===== src/rtl/hack_pkg.sv =====
// Shared definitions for the HACK datapath register bank: default sizes,
// sequencer state encoding and requester identifiers.
package hack_pkg;

  localparam int WIDTH_DEF = 16;
  localparam int DEPTH_DEF = 8;

  typedef enum logic [1:0] {
    ST_IDLE   = 2'd0,
    ST_ACCESS = 2'd1,
    ST_RESP   = 2'd2
  } state_e;

  localparam logic REQ_A = 1'b0;
  localparam logic REQ_B = 1'b1;

endpackage


===== src/rtl/word_reg.sv =====
// One load-enabled storage word of the register bank; clears to zero on reset.
module word_reg
  import hack_pkg::*;
#(
  parameter int WIDTH = WIDTH_DEF
) (
  input  logic             clk,
  input  logic             rst_n,
  input  logic             load,
  input  logic [WIDTH-1:0] data,
  output logic [WIDTH-1:0] out
);

  // Storage word: capture data on load
  always_ff @(posedge clk or negedge rst_n) begin
    if (!rst_n) begin
      out <= {WIDTH{1'b0}};
    end else if (load) begin
      out <= data;
    end else begin
      out <= out;
    end
  end

endmodule


===== src/rtl/reg_bank_arbiter.sv =====
// Two-port round-robin arbitrated register bank: IDLE/ACCESS/RESP sequencer,
// request latches, registered grant pulses and per-port response data.
module reg_bank_arbiter
  import hack_pkg::*;
#(
  parameter int WIDTH  = WIDTH_DEF,
  parameter int DEPTH  = DEPTH_DEF,
  parameter int ADDR_W = 3
) (
  input  logic              clk,
  input  logic              rst_n,
  input  logic              req_a,
  input  logic              we_a,
  input  logic [ADDR_W-1:0] addr_a,
  input  logic [WIDTH-1:0]  wdata_a,
  input  logic              req_b,
  input  logic              we_b,
  input  logic [ADDR_W-1:0] addr_b,
  input  logic [WIDTH-1:0]  wdata_b,
  output logic              gnt_a,
  output logic              gnt_b,
  output logic [WIDTH-1:0]  rdata_a,
  output logic [WIDTH-1:0]  rdata_b,
  output logic              busy
);

  localparam logic [ADDR_W:0] DEPTH_W = (ADDR_W + 1)'(DEPTH);

  state_e              state_r;
  state_e              state_nx_s;
  logic                ptr_r;
  logic                win_id_r;
  logic                win_we_r;
  logic [ADDR_W-1:0]   win_addr_r;
  logic [WIDTH-1:0]    win_wdata_r;
  logic                any_req_s;
  logic                pick_s;
  logic                in_range_s;
  logic [DEPTH-1:0]    load_s;
  logic [WIDTH-1:0]    words_s [DEPTH];
  logic [WIDTH-1:0]    rd_word_s;
  logic [WIDTH-1:0]    resp_s;
  logic                gnt_a_r;
  logic                gnt_b_r;
  logic [WIDTH-1:0]    rdata_a_r;
  logic [WIDTH-1:0]    rdata_b_r;
  logic                busy_r;

  // Arbitration: a lone requester wins, a tie goes to the pointer
  always_comb begin
    any_req_s = req_a | req_b;
    if (req_a && req_b) begin
      pick_s = ptr_r;
    end else if (req_a) begin
      pick_s = REQ_A;
    end else begin
      pick_s = REQ_B;
    end
  end

  // Sequencer next-state logic
  always_comb begin
    state_nx_s = state_r;
    case (state_r)
      ST_IDLE: begin
        if (any_req_s) begin
          state_nx_s = ST_ACCESS;
        end else begin
          state_nx_s = ST_IDLE;
        end
      end
      ST_ACCESS: state_nx_s = ST_RESP;
      ST_RESP:   state_nx_s = ST_IDLE;
      default:   state_nx_s = ST_IDLE;
    endcase
  end

  // Sequencer state register
  always_ff @(posedge clk or negedge rst_n) begin
    if (!rst_n) begin
      state_r <= ST_IDLE;
    end else begin
      state_r <= state_nx_s;
    end
  end

  // Winner latch: requester fields are only observed while idle
  always_ff @(posedge clk or negedge rst_n) begin
    if (!rst_n) begin
      win_id_r    <= REQ_A;
      win_we_r    <= 1'b0;
      win_addr_r  <= {ADDR_W{1'b0}};
      win_wdata_r <= {WIDTH{1'b0}};
    end else if ((state_r == ST_IDLE) && any_req_s) begin
      win_id_r    <= pick_s;
      win_we_r    <= (pick_s == REQ_A) ? we_a    : we_b;
      win_addr_r  <= (pick_s == REQ_A) ? addr_a  : addr_b;
      win_wdata_r <= (pick_s == REQ_A) ? wdata_a : wdata_b;
    end else begin
      win_id_r    <= win_id_r;
      win_we_r    <= win_we_r;
      win_addr_r  <= win_addr_r;
      win_wdata_r <= win_wdata_r;
    end
  end

  assign in_range_s = ({1'b0, win_addr_r} < DEPTH_W);

  for (genvar i = 0; i < DEPTH; i++) begin : g_word
    assign load_s[i] = (state_r == ST_ACCESS) && win_we_r && in_range_s &&
                       (win_addr_r == ADDR_W'(i));
    word_reg #(.WIDTH(WIDTH)) u_word (
      .clk   (clk),
      .rst_n (rst_n),
      .load  (load_s[i]),
      .data  (win_wdata_r),
      .out   (words_s[i])
    );
  end

  // Response value: written data for writes, stored word for reads, zero out of range
  always_comb begin
    rd_word_s = {WIDTH{1'b0}};
    for (int i = 0; i < DEPTH; i++) begin
      if (win_addr_r == ADDR_W'(i)) begin
        rd_word_s = words_s[i];
      end else begin
        rd_word_s = rd_word_s;
      end
    end
    if (!in_range_s) begin
      resp_s = {WIDTH{1'b0}};
    end else if (win_we_r) begin
      resp_s = win_wdata_r;
    end else begin
      resp_s = rd_word_s;
    end
  end

  // Output registers; the pointer flips to the other requester after each grant
  always_ff @(posedge clk or negedge rst_n) begin
    if (!rst_n) begin
      gnt_a_r   <= 1'b0;
      gnt_b_r   <= 1'b0;
      rdata_a_r <= {WIDTH{1'b0}};
      rdata_b_r <= {WIDTH{1'b0}};
      busy_r    <= 1'b0;
      ptr_r     <= REQ_A;
    end else begin
      gnt_a_r <= (state_r == ST_ACCESS) && (win_id_r == REQ_A);
      gnt_b_r <= (state_r == ST_ACCESS) && (win_id_r == REQ_B);
      busy_r  <= (state_nx_s != ST_IDLE);
      if ((state_r == ST_ACCESS) && (win_id_r == REQ_A)) begin
        rdata_a_r <= resp_s;
      end else begin
        rdata_a_r <= rdata_a_r;
      end
      if ((state_r == ST_ACCESS) && (win_id_r == REQ_B)) begin
        rdata_b_r <= resp_s;
      end else begin
        rdata_b_r <= rdata_b_r;
      end
      if (state_r == ST_RESP) begin
        ptr_r <= ~win_id_r;
      end else begin
        ptr_r <= ptr_r;
      end
    end
  end

  assign gnt_a   = gnt_a_r;
  assign gnt_b   = gnt_b_r;
  assign rdata_a = rdata_a_r;
  assign rdata_b = rdata_b_r;
  assign busy    = busy_r;

endmodule


===== config.mk =====
export PLATFORM = sky130hd
export DESIGN_NAME = reg_bank_arbiter
export DESIGN_NICKNAME = d
export VERILOG_FILES = /design/src/rtl/hack_pkg.sv /design/src/rtl/word_reg.sv /design/src/rtl/reg_bank_arbiter.sv
export SDC_FILE = /design/constraint.sdc
export NUM_CORES = 1
export LEC_CHECK = 0
export CORE_AREA = 2 2 143 145
export CTS_CLUSTER_DIAMETER = 60
export CTS_CLUSTER_SIZE = 24
export DETAILED_ROUTE_END_ITERATION = 12
export DIE_AREA = 0 0 145 147
export PLACE_DENSITY = 0.67
export SYNTH_ARGS = -nofsm -noshare
export SYNTH_HDL_FRONTEND = slang
export SYNTH_HIERARCHICAL = 1
export SYNTH_SLANG_ARGS = --single-unit

===== constraint.sdc =====
create_clock -name clk -period 5.2 [get_ports clk]
set_input_delay 1.04 -clock clk [delete_from_list [all_inputs] [get_ports clk]]
set_output_delay 1.04 -clock clk [all_outputs]
set_load 0.1 [all_outputs]

After elaboration in Yosys (flattened, before gate mapping):

Cells that the tools add are included.

* word-level logic and storage cells: 62
* flip-flop bits (word level): 187

* reductions and logical operators: 16
* equal/unequal tests: 9
* muxes and demuxes: 16
* bitwise gates (word level): 2

Operators with widths (number)
* 16-bit 2-to-1 mux: 10
* 1-bit logical AND: 13
* 3-bit equality test, second input constant: 4
* 3-bit by 2-bit equality test with 1-bit output, second input constant: 2
* 1-bit 2-to-1 mux: 4
* 2-bit case mux with 2 select lines: 1
* 3-bit by 1-bit equality test with 1-bit output, second input constant: 1
* 3-bit logical NOT: 1
* 3-bit 2-to-1 mux: 1
* 2-bit by 1-bit equality test with 1-bit output, second input constant: 1
* 2-bit equality test, second input constant: 1
* 2-bit logical NOT: 1
* 2-bit nonzero test: 1
* 1-bit NOT: 1
* 1-bit OR: 1

Logic depth before layout (Yosys ltp):

Gate-level depths: netlist (run 1).

* depth in word-level cells: 10
* mapped depth: 9

Modules after synthesis:

Netlist (run 1), hierarchy kept.

Modules (own cells, without submodules)
* word_reg: seq. area each 400.4 sq um, area an instance 649.4 sq um, cells each 34, instances 8
* reg_bank_arbiter: seq. area each 1476.4 sq um, area an instance 3751.1 sq um, cells each 374, instances 1

Worst setup path before layout (run 1):

No wires, ideal clock.

* kind: register to register
* start: register win_addr_r[2]
* end: register g_word[0].u_word.out[10]
* path slack: 3204 ps
* stages on the path, launching flop included: 9
* setup time: 125 ps
* data arrival time: 1871 ps
* path buffers: 5
* cell sequence: dfrtp_1 > buf_2 > buf_2 > buf_2 > nand3b_1 > nor3_1 > buf_6 > buf_12 > mux2_4

* cells in the longest elaborated chain, start to end: 2

Ends and longest elaborated chain
* from (decl): line reg_bank_arbiter.sv:34 `logic [ADDR_W-1:0] win_addr_r;`
* from (signal assigned): line reg_bank_arbiter.sv:92 `win_addr_r <= {ADDR_W{1'b0}};`
* from (signal assigned): line reg_bank_arbiter.sv:97 `win_addr_r <= (pick_s == REQ_A) ? addr_a : addr_b;`
* from (signal assigned): line reg_bank_arbiter.sv:102 `win_addr_r <= win_addr_r;`
* 3-bit logical NOT: line reg_bank_arbiter.sv:111 `(win_addr_r == ADDR_W'(i));`
* 1-bit logical AND: line reg_bank_arbiter.sv:110 `assign load_s[i] = (state_r == ST_ACCESS) && win_we_r && in_range_s &&`
* via load_s[0]: line reg_bank_arbiter.sv:39 `logic [DEPTH-1:0] load_s;`
* to (signal assigned): line word_reg.sv:17 `out <= {WIDTH{1'b0}};`
* to (signal assigned): line word_reg.sv:19 `out <= data;`
* to (signal assigned): line word_reg.sv:21 `out <= out;`
* to (decl): line word_reg.sv:11 `output logic [WIDTH-1:0] out`

The timed path passes the listed nets, and every way through them passes these cells.
A chain may end at the register's enable or synchronous reset.

Worst setup path in the final report (run 1):

* start: register win_addr_r[0]
* end: register g_word[7].u_word.out[1]

* cells in the longest elaborated chain, start to end: 2

Ends and longest elaborated chain (line)
* 3-bit equality test: reg_bank_arbiter.sv:111
* 1-bit logical AND: reg_bank_arbiter.sv:110
* via load_s[7]: reg_bank_arbiter.sv:39
* to (signal assigned): word_reg.sv:17
* to (signal assigned): word_reg.sv:19
* to (signal assigned): word_reg.sv:21
* to (decl): word_reg.sv:11

The timed path passes the listed nets, and every way through them passes these cells.

==> metrics.csv, run 1 <==
metric,value,unit
fraction of layout cells with a size suffix above 1,27.7,%
crit-path max cell delay,870,ps
outcome,"finished, final reports clean",
final setup vio count,0,
startpoint class of the critical path,register,
# DRC,0,
Unique masters post-synth,39,
drt wl/cell,20.3,microns
post-synthesis async set-or-reset flop share,100,%
CP Capture Type,register,
hold crit path type,register to register,
Crit path max-delay family,simple AND/OR/NAND/NOR gates,
CP most frequent cell,buf_4,
antenna-violating nets left,0,
slew margin rel.,30.1,%
top-area cell type share of the netlist area,52.3,%
Fmax achieved,328,MHz
Hold Crit Depth,2,
post-synthesis cell count,646,
Die X,145,microns
CP Class,register to register,
leakage power,4.52,nW
I/O pin count,79,
period utilisation layout,58.7,%
Synth Register Bits,187,
CTS tree,yes,
Port-buffer cells,78,
initial antenna violation count,0,
Post-Syn Area,0.00895,sq mm
n_diodes,0,
total CTS buffers,17,
Tmin final,3050,ps
pin count of the biggest net entering global routing,103,
number of global-route vias before repair,5966,
CTS Buffer Depth,2,
R2R depth,5,
synth top area cells,"dfrtp_1 52%, mux2_4 13%, mux2_2 6.2%",
total wire length,20100,microns
H-tree levels,4,
clk_lat worst skew,440,ps
area delta synth->final,16.4,%
YS warnings,6,
clk root buf,clkbuf_16,
DR vias/cell,5.54,
Slew @ Worst Pin,1040,ps
Main synth FF type,dfrtp_1,
clk_skew,12.7,ps
Pwr per Cell Area,756,mW/mm^2
syn nets,690,
Syn Area/Cell,13.8,sq um
# fillers,1674,
RSZ-0062 raised after global routing,no,
FF-to-FF setup slack,2150,ps
"Clk pin slew, worst setup/hold paths",70,ps
max cap viols,0,
std cell rows,52,
"area leader, netlist",dfrtp_1,
Hold Startpoint,rdata_b[15],
WHS Endpoint,rdata_b[15],
die height,147,microns
Initial Util,45.1,%
CP cell instances,buf_4 > nand2_4 > nor2_1 > buf_4 > mux2_2,
global-route wire length before repair,33200,microns
1st-pass router iterations,4,
peak supply drop,0.000338,V
setup bufs post-CTS,0,
WP buf/inv,2,
RePlAce Congestion,0.814,
Crit-path slowest cell,dfrtp_1,
hold-fix buffer count after cts,0,
CORE AREA,0.0198,sq mm
DR iter-0 viols,529,
Setup TNS,0,ps
Worst R2R Start,win_addr_r[0],
vias,5504,
most frequent cells in the layout,"186 x dfrtp_1, 80 x mux2_4, 77 x clkdlybuf4s50_1",
WHS,482,ps
total congestion overflow,0,
crit-path max FO,23,
Critical Path RT,5510,ps
hpwl dp,13200,microns
final-report hold violation count,0,
PostCTS Resize Cnt,0,
number of flops mapped to enable cells by yosys,0,
arrival time at the worst endpoint,3370,ps
GRT Util Overall,19.8,%
sequential area share after synthesis,52.3,%
RR Endpoint,g_word[7].u_word/out[1],
final net count,754,
"most common cell after layout, fill and taps aside",dfrtp_1,
sink count of the clock tree,187,
fin. max-slew vios,0,
die footprint,0.0213,sq mm
where the power goes:
group / leakage (nW) / internal [W] / switching [W]
logic: 1.95 / 0.00150 / 0.00211
clock network: 0.308 / 0.000873 / 0.000574
registers: 2.26 / 0.00218 / 0.000632
total: 4.52 / 0.00456 / 0.00331
cell families after synthesis:
group	share of synthesized area, %
compound gates	7.34
simple gates	6.24
mux	28.7
buf+inv	5.45
flops	52.3
routing by layer:
| layer | up-vias | share of wire [%] | global-route usage [%] |
|---|---|---|---|
| met5 | - | 0 | 0 |
| li1 | 2458 | - | - |
| met3 | 19 | 3.9 | 3.14 |
| met2 | 147 | 49 | 32.7 |
| met1 | 2880 | 46 | 27.3 |
| met4 | 0 | 1.3 | 5.94 |
sequential cells by signal, summed over array words and instances, names as in the netlist:
register,cells
ptr_r,1
state_r,2
win_we_r,1
g_word.u_word/out,128
gnt_a,1
busy,1
win_wdata_r,16
win_id_r,1
win_addr_r,3
rdata_b,16
gnt_b,1
rdata_a,16
through the flow:
step / setup WS [ps] / power [W] / instance area, sq um / util (%) / instances
detailed placement: 2200 / 0.00642 / 9760 / 49.2 / 961
floorplan: 3200 / 0.00555 / 8950 / - / 646
global placement: 2300 / 0.00631 / 9760 / 49.2 / 961
global route: 2050 / 0.00828 / 10400 / 52.5 / 993
finish: 2150 / 0.00787 / 10400 / 52.5 / 993
CTS: 2170 / 0.00790 / 10400 / 52.5 / 993
Yosys cell counts (11+ instances only):
cell type	number
dfrtp_1	187
mux2_4	80
mux2_2	49
mux2i_1	42
nor2_1	42
nand2_1	38
a21oi_1	23
nor2b_1	17
a31oi_1	16
o31ai_1	16
buf_2	15
o21ai_0	15
buf_12	11
cell type report:
class	count	area (sq um)	share of cell area, %
clock inverters	12	208	1.99
well taps	270	338	3.24
multi-input cells	402	3800	36.5
clock buffers	20	447	4.29
repair buffers	92	900	8.64
flip-flops and latches	187	4680	45.0
inverters	10	38.8	0.373
worst min-delay path: cells and delay by family (launching register included):
family	cells	cell delay, ps
DFF	1	340
AOI/OAI and AO/OA	1	60
and+or+nand+nor	1	50
worst max-delay path by stage:
stage | slack [ps] | start | depth (start not counted) | to
floorplan | 3200 | win_addr_r[2] | 8 | g_word[0].u_word/out[10]
global placement | 2300 | req_a | 4 | win_addr_r[0]
detailed placement | 2200 | win_addr_r[0] | 5 | g_word[7].u_word/out[1]
CTS | 2170 | rdata_b[11] | 1 | rdata_b[11]
global route | 2050 | win_addr_r[0] | 5 | g_word[7].u_word/out[1]
finish | 2150 | win_addr_r[0] | 5 | g_word[7].u_word/out[1]
No activity file was read; power rests on OpenSTA's default activity.
==> inputs of run 2 (changes only) <==
--- a/config.mk
+++ b/config.mk
@@ -10,7 +10,7 @@
 export CTS_CLUSTER_SIZE = 24
 export DETAILED_ROUTE_END_ITERATION = 12
 export DIE_AREA = 0 0 145 147
-export PLACE_DENSITY = 0.67
+export PLACE_DENSITY = 0.7
 export SYNTH_ARGS = -nofsm -noshare
 export SYNTH_HDL_FRONTEND = slang
 export SYNTH_HIERARCHICAL = 1
==> constraint.sdc (replaced) <==
create_clock -name clk -period 2.8 [get_ports clk]
set_input_delay 0.56 -clock clk [delete_from_list [all_inputs] [get_ports clk]]
set_output_delay 0.56 -clock clk [all_outputs]
set_load 0.1 [all_outputs]
==> run 2 against run 1 <==
Net effect:
- sequential share of layout area is essentially flat
- routed wire length shrank 0.95%
- worst hold slack lost 380 ps
- clock skew grew 3.6 ps
- sequential power grew 88%
- critical endpoint is now g_word[2].u_word/out[1]
==> metrics.csv, run 2 (synthesis results as in run 1) <==
metric,value,unit,change
outcome,"finished, final reports clean",,
RePlAce Congestion,0.785,,-3.5%
CORE AREA,0.0198,sq mm,unchanged
fraction of layout cells with a size suffix above 1,34.1,%,+6.4 points
clk_lat worst skew,440,ps,about the same
DR vias/cell,5.44,,-1.9%
Critical Path RT,3110,ps,-2400 ps
CTS Buffer Depth,2,,unchanged
H-tree levels,4,,unchanged
die footprint,0.0213,sq mm,unchanged
final net count,768,,+1.9%
# DRC,0,,unchanged
sink count of the clock tree,187,,unchanged
most frequent cells in the layout,"186 x dfrtp_1, 80 x mux2_4, 59 x buf_4",,
final-report hold violation count,0,,unchanged
peak supply drop,0.000625,V,+85%
WP buf/inv,2,,unchanged
hold crit path type,input pin to async pin,,
Layout Utilization,52.5,%,about the same
Port-buffer cells,78,,unchanged
CP cell instances,buf_4 > nand2b_1 > nor2_1 > buf_4 > mux2_2,,
vias,5478,,-0.47%
Setup TNS,0,ps,unchanged
total CTS buffers,17,,unchanged
period utilisation layout,79.2,%,+20 points
max cap viols,0,,unchanged
Largest Register,g_word.u_word/out,,
DR iter-0 viols,336,,-36%
initial antenna violation count,0,,unchanged
clk root buf,clkbuf_16,,
std cell rows,52,,unchanged
"most common cell after layout, fill and taps aside",dfrtp_1,,
PostCTS Resize Cnt,0,,unchanged
antenna-violating nets left,0,,unchanged
I/O pin count,79,,unchanged
RSZ-0062 raised after global routing,no,,
Die X,145,microns,unchanged
number of global-route vias before repair,5995,,+0.49%
startpoint class of the critical path,register,,
"Clk pin slew, worst setup/hold paths",70,ps,about the same
Slew @ Worst Pin,693,ps,-351 ps
total congestion overflow,0,,unchanged
pin count of the biggest net entering global routing,57,,-45%
slew margin rel.,53.7,%,+24 points
hpwl dp,13500,microns,+2.3%
leakage power,4.63,nW,+2.4%
Tmin final,2220,ps,-835 ps
arrival time at the worst endpoint,2530,ps,-840 ps
Final Power,0.0143,W,+82%
Fmax achieved,451,MHz,+38%
clk_skew,16.3,ps,+3.59 ps
die height,147,microns,unchanged
Crit path max-delay family,flip-flops,,
CP Class,register to register,,
crit-path max cell delay,760,ps,-110 ps
Crit-path slowest cell,dfrtp_2,,
crit-path max FO,20,,-13%
global-route wire length before repair,32600,microns,-2.0%
CP most frequent cell,buf_4,,
fin. max-slew vios,0,,unchanged
hold-fix buffer count after cts,0,,unchanged
CP Capture Type,register,,
GRT Util Overall,19.6,%,-0.24 points
n_diodes,0,,unchanged
Pwr per Cell Area,1380,mW/mm^2,+82%
setup bufs post-CTS,0,,unchanged
area delta synth->final,16.5,%,about the same
total wire length,20000,microns,-0.95%
Initial Util,45.1,%,unchanged
CTS tree,yes,,
final setup vio count,0,,unchanged
number of flip-flops in the largest register,128,,unchanged
1st-pass router iterations,4,,unchanged
drt wl/cell,19.8,microns,-2.3%
==> run 2: final timing paths <==
check                                                 to  cells past startpoint  slack, ps           from
worst max register to register   g_word[2].u_word/out[1]                      5        580  win_addr_r[1]
worst min-delay path            g_word[6].u_word/out[14]                      1        100          rst_n
min in group clk                             rdata_a[11]                      2        490    rdata_a[11]
worst min register to register               rdata_a[11]                      2        490    rdata_a[11]
worst max-delay path             g_word[2].u_word/out[1]                      5        580  win_addr_r[1]
max in group asynchronous        g_word[3].u_word/out[1]                      2       2040          rst_n
==> run 2: power breakdown <==
group | switching (W) | internal (W)
registers | 0.00123 | 0.00405
clock network | 0.00106 | 0.00139
logic | 0.00384 | 0.00276
total | 0.00614 | 0.00820
==> run 2: routing by layer <==
| metal | up-vias | routed length [microns] | GRT usage [%] |
|---|---|---|---|
| met5 | - | 0 | 0 |
| met4 | 0 | 287 | 6.83 |
| met3 | 18 | 990 | 3.98 |
| met2 | 148 | 9890 | 31.9 |
| met1 | 2825 | 8790 | 26.3 |
| li1 | 2487 | - | - |
==> run 2: area by class of cell <==
class | count | area (sq um)
clock buffers | 19 | 453
inverters | 10 | 38.8
flip-flops and latches | 187 | 4680
well taps | 270 | 338
multi-input cells | 402 | 3800
repair buffers | 106 | 955
fillers | 1615 | 9430
clock inverters | 13 | 154
==> run 2: per-stage QoR <==
stage / worst slack, ps / std cells / cell area, sq um / hold slack [ps]
6_report: 583 / 1007 / 10400 / 100
5_1_grt: 456 / 1007 / 10400 / 125
4_1_cts: 563 / 1007 / 10400 / 107
3_5_place_dp: 588 / 975 / 9810 / 476
3_3_place_gp: 624 / 975 / 9810 / 470
2_1_floorplan: 804 / 646 / 8950 / 264
==> inputs of run 3 (changes only) <==
==> constraint.sdc (replaced) <==
create_clock -name clk -period 2 [get_ports clk]
set_input_delay 0.4 -clock clk [delete_from_list [all_inputs] [get_ports clk]]
set_output_delay 0.4 -clock clk [all_outputs]
set_load 0.1 [all_outputs]
==> run 3 against run 2 <==
Net effect:
- fmax rose by 19%
- critical path depth did not move
- non-clock buffer count rose by 17
- routed wire length rose by 1.5%
- core utilization rose by 0.86 points
- sequential share of layout area fell by 0.70 points
- combinational power rose by 47%
- clock-buffer cell count rose by 2
- worst hold slack improved by 370 ps
==> metrics.csv, run 3 (synthesis results as in run 1) <==
metric,value,unit,change
startpoint class of the critical path,register,,
1st-pass router iterations,5,,+1
layer carrying the most global-route usage,met2,,
CP Class,register to register,,
DR iter-0 viols,451,,+34%
fraction of layout cells with a size suffix above 1,35.4,%,+1.4 points
CP Capture Type,register,,
Initial Util,45.1,%,unchanged
final net count,785,,+2.2%
RePlAce Congestion,0.793,,+0.96%
area delta synth->final,18.4,%,
DP Worst Slack,-68.6,ps,-657 ps
PnR worst setup slack,138,ps,-445 ps
n_diodes,0,,unchanged
# fillers,1611,,-0.25%
Critical Path RT,2310,ps,-800 ps
most frequent cells in the layout,"186 x dfrtp_1, 80 x mux2_4, 72 x buf_4",,
Logic pwr share,47.5,%,+1.4 points
std cell rows,52,,unchanged
Largest Register,g_word.u_word/out,,
hold crit path type,input pin to async pin,,
clk_lat worst skew,440,ps,about the same
slew margin rel.,62.3,%,+8.6 points
H-tree levels,4,,unchanged
arrival time at the worst endpoint,2170,ps,-360 ps
met2 GRT Util,31.0,%,-0.93 points
fin. max-slew vios,0,,unchanged
Die X,145,microns,unchanged
drt wl/cell,19.8,microns,-0.21%
share of power burned in registers,35.6,%,-1.2 points
Port-buffer cells,78,,unchanged
"Clk pin slew, worst setup/hold paths",70,ps,about the same
Net Switching,0.00864,W,+41%
I/O pin count,79,,unchanged
Tmin final,1860,ps,-355 ps
initial antenna violation count,0,,unchanged
hpwl dp,13600,microns,+0.87%
Crit-path slowest cell,mux4_1,,
final-report hold violation count,0,,unchanged
# DRC,0,,unchanged
die height,147,microns,unchanged
CTS tree,yes,,
die footprint,0.0213,sq mm,unchanged
number of global-route vias before repair,6016,,+0.35%
GRT Util Overall,19.4,%,-0.16 points
CP cell instances,buf_4 > mux4_1 > nor2b_1 > a211oi_2 > o31ai_1,,
final setup vio count,0,,unchanged
period utilisation layout,93.1,%,+14 points
Pwr per Cell Area,1930,mW/mm^2,+41%
max cap viols,0,,unchanged
Critical Path Start,win_addr_r[1],,
antenna-violating nets left,0,,unchanged
total wire length,20200,microns,+1.5%
Slew @ Worst Pin,564,ps,-130 ps
clk_skew,10.3,ps,-5.99 ps
crit-path max cell delay,550,ps,-210 ps
global-route wire length before repair,32800,microns,+0.74%
vias,5728,,+4.6%
power share of the clock group,16.9,%,-0.2 points
Switching Share,42.2,%,-0.59 points
DR vias/cell,5.59,,+2.8%
clk root buf,clkbuf_16,,
peak supply drop,0.000815,V,+31%
CORE AREA,0.0198,sq mm,unchanged
total CTS buffers,17,,unchanged
number of flip-flops in the largest register,128,,unchanged
outcome,"finished, final reports clean",,
Pint,0.0118,W,+44%
Fmax achieved,537,MHz,+19%
GR Util met1,26.2,%,-0.12 points
pin count of the biggest net entering global routing,60,,+5.3%
Final Power,0.0205,W,+43%
RSZ-0062 raised after global routing,no,,
"most common cell after layout, fill and taps aside",dfrtp_1,,
CTS Buffer Depth,2,,unchanged
leakage power,4.72,nW,+2.0%
sink count of the clock tree,187,,unchanged
GR Util met3,4.72,%,+0.75 points
crit-path max FO,7,,-65%
Worst R2R Start,win_addr_r[1],,
total congestion overflow,0,,unchanged
[run 3: cell types whose count changed in the layout (fill, tap and decap cells not counted), moves of 2 or more]
cell      change
buf_4        +13
inv_6         -4
buf_12        +3
clkinv_2      +3
clkbuf_1      +2
clkinv_4      -2
[run 3: final cells by class]
cell class / count / area (sq um) / share of cell area, %
Multi-Input combinational cell: 402 / 3800 / 35.9
Clock inverter: 11 / 143 / 1.35
Clock buffer: 21 / 460 / 4.35
Tap cell: 270 / 338 / 3.19
Timing Repair Buffer: 123 / 1120 / 10.6
Sequential cell: 187 / 4680 / 44.2
Inverter: 10 / 38.8 / 0.366
[run 3: layer usage]
layer	vias to the layer above	routed length [microns]
li1	2519	-
met1	2990	9120
met2	188	9750
met3	31	1040
met4	0	344
met5	-	0
[run 3: path summary, 6_finish.rpt]
path,slack (ps),endpoint,cells past startpoint
worst max register to register,140,rdata_b[9],5
worst min register to register,480,rdata_a[11],2
max in group asynchronous,840,g_word[7].u_word/out[9],3
min in group clk,480,rdata_a[11],2
worst min-delay path,470,rdata_b[14],2
worst max-delay path,140,rdata_b[9],5
[run 3: through the flow]
stage	cell area, sq um	hold slack (ps)	setup TNS [ps]	util, %	cells
CTS	10500	487	0	53.0	1017
finish	10600	473	0	53.4	1024
global route	10600	510	0	53.4	1024
detailed placement	9900	376	-782	49.9	984
floorplan	8950	104	0	-	646
global placement	9900	369	-24.3	49.9	984
[run 3: timing repair]
action | CTS | global route
hold buffers | 1 | 0
setup endpoints to repair | 42 | 38
setup buffers | 0 | 7
resized for setup | 1 | 2
gates cloned | 0 | 0
hold endpoints to repair | 43 | 0
[run 3: worst max-delay path: cells and delay by family, from the launching register on]
kind,cells,cell delay (ps)
AO/OA/AOI/OAI,2,380
flip-flops,1,490
multiplexers,1,550
AND/OR/NAND/NOR,1,160
buffers and inverters,1,170
[run 3: power groups by stage]
stage	Combinational (W)	Sequential (W)	Clock, W
2_1_floorplan	0.00537	0.00907	0
3_3_place_gp	0.00924	0.00720	0
3_5_place_dp	0.00952	0.00730	0
4_1_cts	0.00956	0.00729	0.00351
5_1_grt	0.0103	0.00750	0.00367
6_report	0.00972	0.00728	0.00347
